==> src/rtl/mem_ctrl_pkg.sv <==
// -----------------------------------------------------------------------------
// mem_ctrl_pkg
//   Shared types and constants for the memory-side controller that bridges the
//   I-cache and D-side request ports onto a byte-wide synchronous RAM.
//
//   Contents:
//     mem_addr_bus_t  - default-width byte address bus
//     mem_data_bus_t  - 32-bit cache word
//     mem_len_bus_t   - byte count minus one (0 = 1 byte .. 3 = 4 bytes)
//     ram_byte_bus_t  - one RAM byte
//     MEM_IDLE / MEM_READ / MEM_WRITE / MEM_DONE - controller state encodings
//     IO_SPACE / IO_SPACE_LSB - address window of the IO buffer (addr[17:16])
//     word_byte()     - select byte k of a little-endian word
//     is_io_addr()    - true when addr[17:16] selects the IO window
// -----------------------------------------------------------------------------
package mem_ctrl_pkg;

  localparam int MEM_ADDR_W_DEFAULT = 32;
  localparam int MEM_DATA_W         = 32;

  typedef logic [MEM_ADDR_W_DEFAULT-1:0] mem_addr_bus_t;
  typedef logic [MEM_DATA_W-1:0]         mem_data_bus_t;
  typedef logic [1:0]                    mem_len_bus_t;
  typedef logic [7:0]                    ram_byte_bus_t;

  localparam logic [1:0] MEM_IDLE  = 2'd0;
  localparam logic [1:0] MEM_READ  = 2'd1;
  localparam logic [1:0] MEM_WRITE = 2'd2;
  localparam logic [1:0] MEM_DONE  = 2'd3;

  localparam logic [1:0] IO_SPACE     = 2'b11;
  localparam int         IO_SPACE_LSB = 16;

  function automatic ram_byte_bus_t word_byte(input mem_data_bus_t w,
                                              input logic [1:0]    k);
    return w[{k, 3'b000} +: 8];
  endfunction

  function automatic logic is_io_addr(input logic [1:0] addr_hi);
    return addr_hi == IO_SPACE;
  endfunction

endpackage

==> src/rtl/mem_ctrl.sv <==
// -----------------------------------------------------------------------------
// mem_ctrl
//   Memory-side responder for the cache request/busy/ready protocol. Serves a
//   32-bit instruction-fetch port (I) and a 32-bit load/store port (D) over a
//   single byte-wide synchronous RAM. Byte accesses are sequenced one per
//   cycle, read bytes are assembled little-endian, and the D port wins over the
//   I port when both request in the same cycle. All outputs are registered.
//
//   Optional build macro:
//     MEMCTRL_IO_STALL_EN - adds io_buffer_full; D writes into the IO window
//                           (addr[17:16] == 2'b11) hold in WR with ram_wr=0
//                           while the buffer is full and resume at the same
//                           byte once it drains.
//
//   Ports:
//     clock, reset         system clock, synchronous active-high reset
//     io_buffer_full       IO buffer back-pressure (MEMCTRL_IO_STALL_EN only)
//     i_read, i_addr       instruction fetch request (level) and byte address
//     i_busy, i_ready      serving I / one-cycle data-valid pulse
//     i_data               fetched word, valid only in the i_ready cycle
//     d_read, d_write      data read / write request (mutually exclusive)
//     d_addr, d_len        data byte address, byte count minus one
//     d_wdata              write data, little-endian, low bytes used
//     d_busy, d_ready      serving D / one-cycle completion pulse
//     d_rdata              read data, zero above the requested byte count
//     ram_din              RAM read byte, valid the cycle after its address
//     ram_dout, ram_a      RAM write byte and byte address
//     ram_wr               RAM write enable
//
//   State table:
//     state     | meaning
//     ----------+-----------------------------------------------------------
//     MEM_IDLE  | no transfer; arbitrate and accept a request
//     MEM_READ  | issue byte addresses, capture bytes one cycle later
//     MEM_WRITE | drive one byte per cycle with ram_wr=1 (may stall on IO)
//     MEM_DONE  | ready pulse cycle; busy still high; may accept next request
// -----------------------------------------------------------------------------
module mem_ctrl
  import mem_ctrl_pkg::*;
#(
  parameter int ADDR_W = MEM_ADDR_W_DEFAULT
) (
  input  logic              clock,
  input  logic              reset,
`ifdef MEMCTRL_IO_STALL_EN
  input  logic              io_buffer_full,
`endif
  input  logic              i_read,
  input  logic [ADDR_W-1:0] i_addr,
  output logic              i_busy,
  output logic              i_ready,
  output logic [31:0]       i_data,
  input  logic              d_read,
  input  logic              d_write,
  input  logic [ADDR_W-1:0] d_addr,
  input  logic [1:0]        d_len,
  input  logic [31:0]       d_wdata,
  output logic              d_busy,
  output logic              d_ready,
  output logic [31:0]       d_rdata,
  input  logic [7:0]        ram_din,
  output logic [7:0]        ram_dout,
  output logic [ADDR_W-1:0] ram_a,
  output logic              ram_wr
);

  logic [1:0]        state;
  logic              serve_d;
  logic [ADDR_W-1:0] base;
  mem_len_bus_t      last;
  mem_data_bus_t     wdata_q;
  mem_data_bus_t     acc;

  // Shared sequencing counter. In MEM_READ it is the current cycle number
  // (1-based) of the transfer; in MEM_WRITE it is the index of the next byte
  // to put on the RAM pins.
  logic [2:0]        cnt;

  logic [2:0]        last_ext;
  logic [ADDR_W-1:0] addr_k;
  logic [1:0]        cap_k;
  mem_data_bus_t     acc_next;
  logic              stall;
  logic              stall_accept;

  assign last_ext = {1'b0, last};
  assign addr_k   = base + ADDR_W'(cnt);

  // ram_din in cycle c carries the byte addressed in cycle c-1, i.e. byte c-2.
  assign cap_k    = cnt[1:0] - 2'd2;
  assign acc_next = acc | (32'(ram_din) << {cap_k, 3'b000});

`ifdef MEMCTRL_IO_STALL_EN
  assign stall        = io_buffer_full && is_io_addr(base[IO_SPACE_LSB+1:IO_SPACE_LSB]);
  assign stall_accept = io_buffer_full && is_io_addr(d_addr[IO_SPACE_LSB+1:IO_SPACE_LSB]);
`else
  assign stall        = 1'b0;
  assign stall_accept = 1'b0;
`endif

  always_ff @(posedge clock) begin
    if (reset) begin
      state    <= MEM_IDLE;
      serve_d  <= 1'b0;
      base     <= '0;
      last     <= '0;
      wdata_q  <= '0;
      acc      <= '0;
      cnt      <= '0;
      i_busy   <= 1'b0;
      i_ready  <= 1'b0;
      i_data   <= '0;
      d_busy   <= 1'b0;
      d_ready  <= 1'b0;
      d_rdata  <= '0;
      ram_dout <= '0;
      ram_a    <= '0;
      ram_wr   <= 1'b0;
    end else begin
      // Pulses and data outputs are only non-zero for the single cycle the
      // transfer logic below asks for.
      i_ready <= 1'b0;
      d_ready <= 1'b0;
      i_data  <= '0;
      d_rdata <= '0;
      ram_wr  <= 1'b0;

      case (state)
        // The edge ending DONE behaves like IDLE so a waiting port can be
        // accepted back-to-back without an idle bubble.
        MEM_IDLE, MEM_DONE: begin
          state  <= MEM_IDLE;
          i_busy <= 1'b0;
          d_busy <= 1'b0;
          if (d_write) begin
            state   <= MEM_WRITE;
            serve_d <= 1'b1;
            d_busy  <= 1'b1;
            base    <= d_addr;
            last    <= d_len;
            wdata_q <= d_wdata;
            acc     <= '0;
            ram_a   <= d_addr;
            if (stall_accept) begin
              cnt <= 3'd0;
            end else begin
              ram_wr   <= 1'b1;
              ram_dout <= d_wdata[7:0];
              cnt      <= 3'd1;
            end
          end else if (d_read) begin
            state   <= MEM_READ;
            serve_d <= 1'b1;
            d_busy  <= 1'b1;
            base    <= d_addr;
            last    <= d_len;
            acc     <= '0;
            ram_a   <= d_addr;
            cnt     <= 3'd1;
          end else if (i_read) begin
            state   <= MEM_READ;
            serve_d <= 1'b0;
            i_busy  <= 1'b1;
            base    <= i_addr;
            last    <= 2'd3;
            acc     <= '0;
            ram_a   <= i_addr;
            cnt     <= 3'd1;
          end
        end

        MEM_READ: begin
          if (cnt <= last_ext) begin
            ram_a <= addr_k;
          end
          if (cnt >= 3'd2) begin
            acc <= acc_next;
          end
          // Last byte lands at the end of cycle n+1; present the word in n+2.
          if (cnt == last_ext + 3'd2) begin
            state <= MEM_DONE;
            if (serve_d) begin
              d_ready <= 1'b1;
              d_rdata <= acc_next;
            end else begin
              i_ready <= 1'b1;
              i_data  <= acc_next;
            end
          end else begin
            cnt <= cnt + 3'd1;
          end
        end

        MEM_WRITE: begin
          if (cnt == last_ext + 3'd1) begin
            state   <= MEM_DONE;
            d_ready <= 1'b1;
          end else if (!stall) begin
            ram_wr   <= 1'b1;
            ram_a    <= addr_k;
            ram_dout <= word_byte(wdata_q, cnt[1:0]);
            cnt      <= cnt + 3'd1;
          end
        end

        default: begin
          state <= MEM_IDLE;
        end
      endcase
    end
  end

endmodule

==> config.mk <==
export PLATFORM = sky130hd
export DESIGN_NAME = mem_ctrl
export DESIGN_NICKNAME = d
export VERILOG_FILES = /design/src/rtl/mem_ctrl_pkg.sv /design/src/rtl/mem_ctrl.sv
export SDC_FILE = /design/constraint.sdc
export NUM_CORES = 1
export LEC_CHECK = 0
export ABC_CLOCK_PERIOD_IN_PS = 4450
export CAP_MARGIN = 30
export CORE_AREA = 2 2 124 186
export DETAILED_ROUTE_END_ITERATION = 6
export DIE_AREA = 0 0 126 188
export PLACE_DENSITY = 0.75
export SETUP_SLACK_MARGIN = 0.1
export SYNTH_ARGS = -nofsm -noshare
export SYNTH_HDL_FRONTEND = slang
export SYNTH_SLANG_ARGS = --single-unit
==> constraint.sdc <==
create_clock -name clock -period 4.45 [get_ports clock]
set_clock_uncertainty 0.2 [all_clocks]
set_input_delay 0.6675 -clock clock [delete_from_list [all_inputs] [get_ports clock]]
set_output_delay 0.6675 -clock clock [all_outputs]
set_load 0.02 [all_outputs]
**Word level (Yosys, flattened, before mapping)**

Index checks and enable logic that the tools add are counted.

- Register bits: 213
- Input port bits: 111
- Output and inout bits: 109
- Logic and storage cells: 102

- Add/subtract/negate cells: 5
- Magnitude comparators: 2
- Equality and inequality tests: 13
- Shift-type cells: 2
- Multiplexer cells: 45
- Bitwise logic cells: 4
- Reductions and logical operators: 15

Operators by type and width:

| kind | number |
|---|---|
| $mux W32 | 9 |
| $pmux W32 S3 | 1 |
| $pmux W32 S2 | 1 |
| $add A32 B3 Y32 | 1 |
| $or A32 B32 Y32 | 1 |
| $shiftx A32 B6 Y8 | 1 |
| $shl A8 B5 Y32 | 1 |
| $mux W1 | 16 |
| $mux W8 | 2 |
| $pmux W8 S2 | 1 |
| $mux W3 | 5 |
| $ne A2 B2 Y1 const B | 7 |
| $mux W2 | 6 |
| $reduce_and A3 Y1 | 4 |
| $pmux W3 S3 | 1 |
| $reduce_or A4 Y1 | 2 |
| $eq A3 B3 Y1 | 2 |
| $pmux W2 S3 | 1 |
| $reduce_and A2 Y1 | 3 |
| $eq A2 B2 Y1 const B | 2 |
| $ne A4 B4 Y1 const B | 1 |
| $pmux W1 S2 | 2 |
| $reduce_bool A2 Y1 | 2 |
| $add A2 B1 Y3 const B | 1 |
| 11 further kinds | 13 |

**Logic depth before layout (Yosys ltp)**

- Word-level depth: 5
- Mapped depth: 10
- Gate-level depth less buffers: 8

**Worst setup path after synthesis**

No wires, ideal clock.

- Path type: register to register
- Start point: register cnt[0]
- End point: register cnt[2]
- Library setup time: 74 ps
- Arrival: 2154 ps
- Data required time: 4176 ps
- Slack: 2022 ps
- Stages on the path, launching flop included: 9
- Buffers on the path: 1
- Clock period less this slack: 2428 ps
- Path through: dfxtp_1 -> buf_2 -> inv_1 -> ha_1 -> nor3b_2 -> nand2_1 -> nand3_2 -> or4b_1 -> a31oi_1

- Longest elaborated chain between the ends: 3
- Elaborated cells between the ends (all ways): 9
- Classes of those cells: add/sub (1); eq/ne (4); mux (3); reduce/logical (1)

Ends and longest elaborated chain:

| element | line | RTL |
|---|---|---|
| from (decl) | mem_ctrl.sv:77 | `logic [2:0] cnt;` |
| from (signal assigned) | mem_ctrl.sv:190 | `cnt <= cnt + 3'd1;` |
| from (signal assigned) | mem_ctrl.sv:202 | `cnt <= cnt + 3'd1;` |
| $add A3 B1 Y3 (tied with other cells) | mem_ctrl.sv:190, mem_ctrl.sv:202 |  |
| $mux W3 (tied with other cells) | mem_ctrl.sv:195 | `if (cnt == last_ext + 3'd1) begin` |
| $pmux W3 S3 or $reduce_and A3 Y1 (tied branches) | -- |  |

Parallel ways exist; a longest one is shown, timed or not. The select of a mux whose other input is x is not followed.
A chain may end at the register's enable or synchronous reset.

**Worst setup path in the final report**

- Start point: register cnt[0]
- End point: register i_data[23]

- Longest elaborated chain between the ends: 3
- Elaborated cells between the ends (all ways): 6
- Classes of those cells: add/sub (1); eq/ne (1); shift (1); bitwise (2); reduce/logical (1)

Ends and longest elaborated chain:

| element | line | RTL |
|---|---|---|
| $sub A2 B2 Y2 or $eq A3 B3 Y1 (tied branches) | mem_ctrl.sv:90, mem_ctrl.sv:180 |  |
| $shl A8 B5 Y32 or $not A1 Y1 (tied branches) | -- |  |
| $or A32 B32 Y32 or $reduce_or A4 Y1 (tied branches) | -- |  |
| to (signal assigned) | mem_ctrl.sv:187 | `i_data <= acc_next;` |
| to (decl) | mem_ctrl.sv:52 | `output logic [31:0] i_data,` |

Parallel ways exist; a longest one is shown, timed or not.

==> metrics.txt <==
status=completed; critical path fanouts, max=18; post-route ant nets=0; CTS Root Cell=clkbuf_16; cts hold-fix bufs=0; Die ar.=roughly 24000 um^2; cts bufs inserted=20; Post-CTS Setup Repair Bufs=0; Fmax=349.6 MHz; Worst-path clk slew=roughly 70 ps; setup TNS=0 ps; Routed WL=23.15 mm; initial antenna violation count=1; syn avg cell area=~9 um^2; Seq/Total Area, Yosys=between 40% and 50%; placed cells=1409; critical path cell sequence=buf_4 > inv_1 > ha_1 > nor3b_2 > nand2_1 > or3_1 > buf_8 > nor2_1; setup violators final=0; footprint of the multi-input gates=slightly above 4000 um^2; worst-margin pin slew=between 700 and 800 ps; setup slack, reg-to-reg=roughly 1600 ps; DR iter-0 viols=approximately 430; first drt pass iteration count=6; Max Cap Viol=0; IO Pins=220; CTS resizes=0; EDFF count, synth=0; share of cells above drive strength 1=6.079%; slowest stage delay, CP=between 600 and 700 ps; yosys warns=0; grt ovf=0; CP required=approximately 4700 ps; Final nets=about 1300; R2R depth=8; Yosys cell types=54; post-route worst setup slack=between 1500 and 2000 ps; Peak supply drop=between 0.3 and 0.4 mV; H-tree levels=1; Synth Flop Type=dfxtp_1; Mapped Area=about 8700 um^2; final critical-path share of the clock period=around 64%; largest net degree at the start of global routing=72; DR vias=around 7400; Final Slew Violations=0; CP Launch Point=cnt[0]$_SDFFE_PP0P_; asr flop ratio synth=0%; Max stage delay cell, worst path=or3_1; Pleak=4.398 nW; chip height=188 um; Hold Vio Cnt, Final=0; CP startpoint kind=flip-flop; Clock Latency Late Sink=around 500 ps; core area=around 22000 um^2; final std cells w/o fill=around 1400; fill count=2046; normalized max-slew margin=47.51%; total track usage=about a fifth; pre-CTS setup slack=1402 ps; drt wl/cell=approximately 16 um; HPWL after DPL=about 17 mm; Overall Power=about 7.3 mW; post-synthesis instance total=979; RSZ-0062 raised after global routing=no; FF+latch area=4264 um^2; number of synthesized register bits=between 200 and 250; global-route wire length before repair=approximately 38 mm; vias in the first global route=roughly 7400; CTS tree=done; row cnt=between 60 and 70; DRC=0; vias per cell=just over 5; Die X=about 130 um; critical path arrival=a little over 3000 ps; commonest cells after routing, fill and taps aside=clkdlybuf4s50_1 (218), dfxtp_1 (213), nor2_1 (150), nand2_1 (129), a21oi_1 (107); FF-to-FF Start=cnt[0]$_SDFFE_PP0P_; Crit. End Element=flip-flop; worst setup path end=i_data[23]$_SDFF_PP0_; GPL Wtd Cong=roughly 0.87; ANT cells=0; kind of critical path=flip-flop to flip-flop; clock tree buffer depth=3; clk sinks=~210; commonest non-fill, non-tap cell in the layout=clkdlybuf4s50_1; Initial Utilization=~40%; P&R area growth vs syn=34.31%; class of the worst hold path=flip-flop to flip-flop; crit path time final=~2900 ps; Net Count, Synth=roughly 1100; reg2reg end=i_data[23]$_SDFF_PP0_; pwr/cell area=between 600 and 700 nW/um^2; Port Buffer Count=219
-- per-layer routing --
layer | wire length (um) | part of all wire, % | vias to the layer above | GRT usage [%]
met4 | 629 | 2.7 | 0 | 6.509
met3 | 1231 | 5.3 | 39 | 3.053
met2 | 12200 | 53 | 228 | 35.46
met1 | 9088 | 39 | 3414 | 22.02
li1 | - | - | 3737 | -
met5 | 0 | 0 | - | 0
-- how the worst min path moves through the flow --
| stage | startpoint | to | slack (ps) | cells past startpoint |
|---|---|---|---|---|
| after floorplan | wdata_q[16]$_SDFFE_PP0P_ | wdata_q[16]$_SDFFE_PP0P_ | 230 | 2 |
| after global placement | ram_a[30]$_SDFFE_PP0P_ | ram_a[30]$_SDFFE_PP0P_ | 240 | 2 |
| final | ram_a[30]$_SDFFE_PP0P_ | ram_a[30]$_SDFFE_PP0P_ | 250 | 2 |
| after detailed placement | ram_a[30]$_SDFFE_PP0P_ | ram_a[30]$_SDFFE_PP0P_ | 240 | 2 |
| after global routing | wdata_q[25]$_SDFFE_PP0P_ | wdata_q[25]$_SDFFE_PP0P_ | 270 | 2 |
| after CTS | ram_a[30]$_SDFFE_PP0P_ | ram_a[30]$_SDFFE_PP0P_ | 250 | 2 |
-- registers in the layout, indices dropped and copies added (netlist names), 2 cells and up --
name	count
cnt	3
ram_a	32
base	32
acc	32
i_data	32
d_rdata	32
wdata_q	32
state	2
last	2
ram_dout	8
-- layout make-up --
type	count	share of cell area, %
sequential	213	36.54
clock buffer	30	5.307
tap	276	2.959
multi-input combinational	679	34.62
clock inverter	5	0.4610
inverter	9	0.2895
timing repair buffer	232	19.83
-- worst max-delay path, delay by kind of cell (launching register included) --
kind / cells / cell delay [ps]
fa+ha+maj: 1 / 350
buf+inv: 3 / 710
flops: 1 / 370
simple gates: 4 / 1180
-- synth_stat cells (13+ instances only) --
cell type	n	area share (%)
o211ai_1	15	1.3
a21oi_1	107	6.2
a211oi_1	41	3.5
a22oi_1	32	2.8
o21ai_0	14	0.81
clkbuf_1	49	2.1
nor2_1	150	6.5
nand3_1	22	1.3
nand2_1	129	5.6
xnor2_1	23	2.3
mux2i_1	42	4.8
dfxtp_1	213	49
buf_2	20	1.2
and3_1	13	0.94
-- stage by stage --
step | util, % | instance area, um^2 | hold WS (ps)
after floorplan | - | 8690 | 233.1
after global placement | 49.50 | 10960 | 238.2
after detailed placement | 49.69 | 11000 | 240.0
after CTS | 52.74 | 11670 | 249.0
after global routing | 52.74 | 11670 | 267.8
final | 52.74 | 11670 | 250.4
-- power breakdown --
part	internal (mW)	leakage (nW)	switching, mW
Sequential	2.32	1.74	0.314
Clock	1.02	0.335	0.726
Combinational	1.18	2.32	1.72
-- cell families after synthesis --
group	after synthesis	share of synthesized area [%]
and+or+nand+nor	358	18.17
xor gates and xnor gates	33	3.326
AOI/OAI and AO/OA	227	16.37
buffers and inverters	87	4.478
adders and majority gates	11	1.670
muxes	50	6.911
DFF	213	49.07
Note: power is estimated with default switching activity, not from simulation.
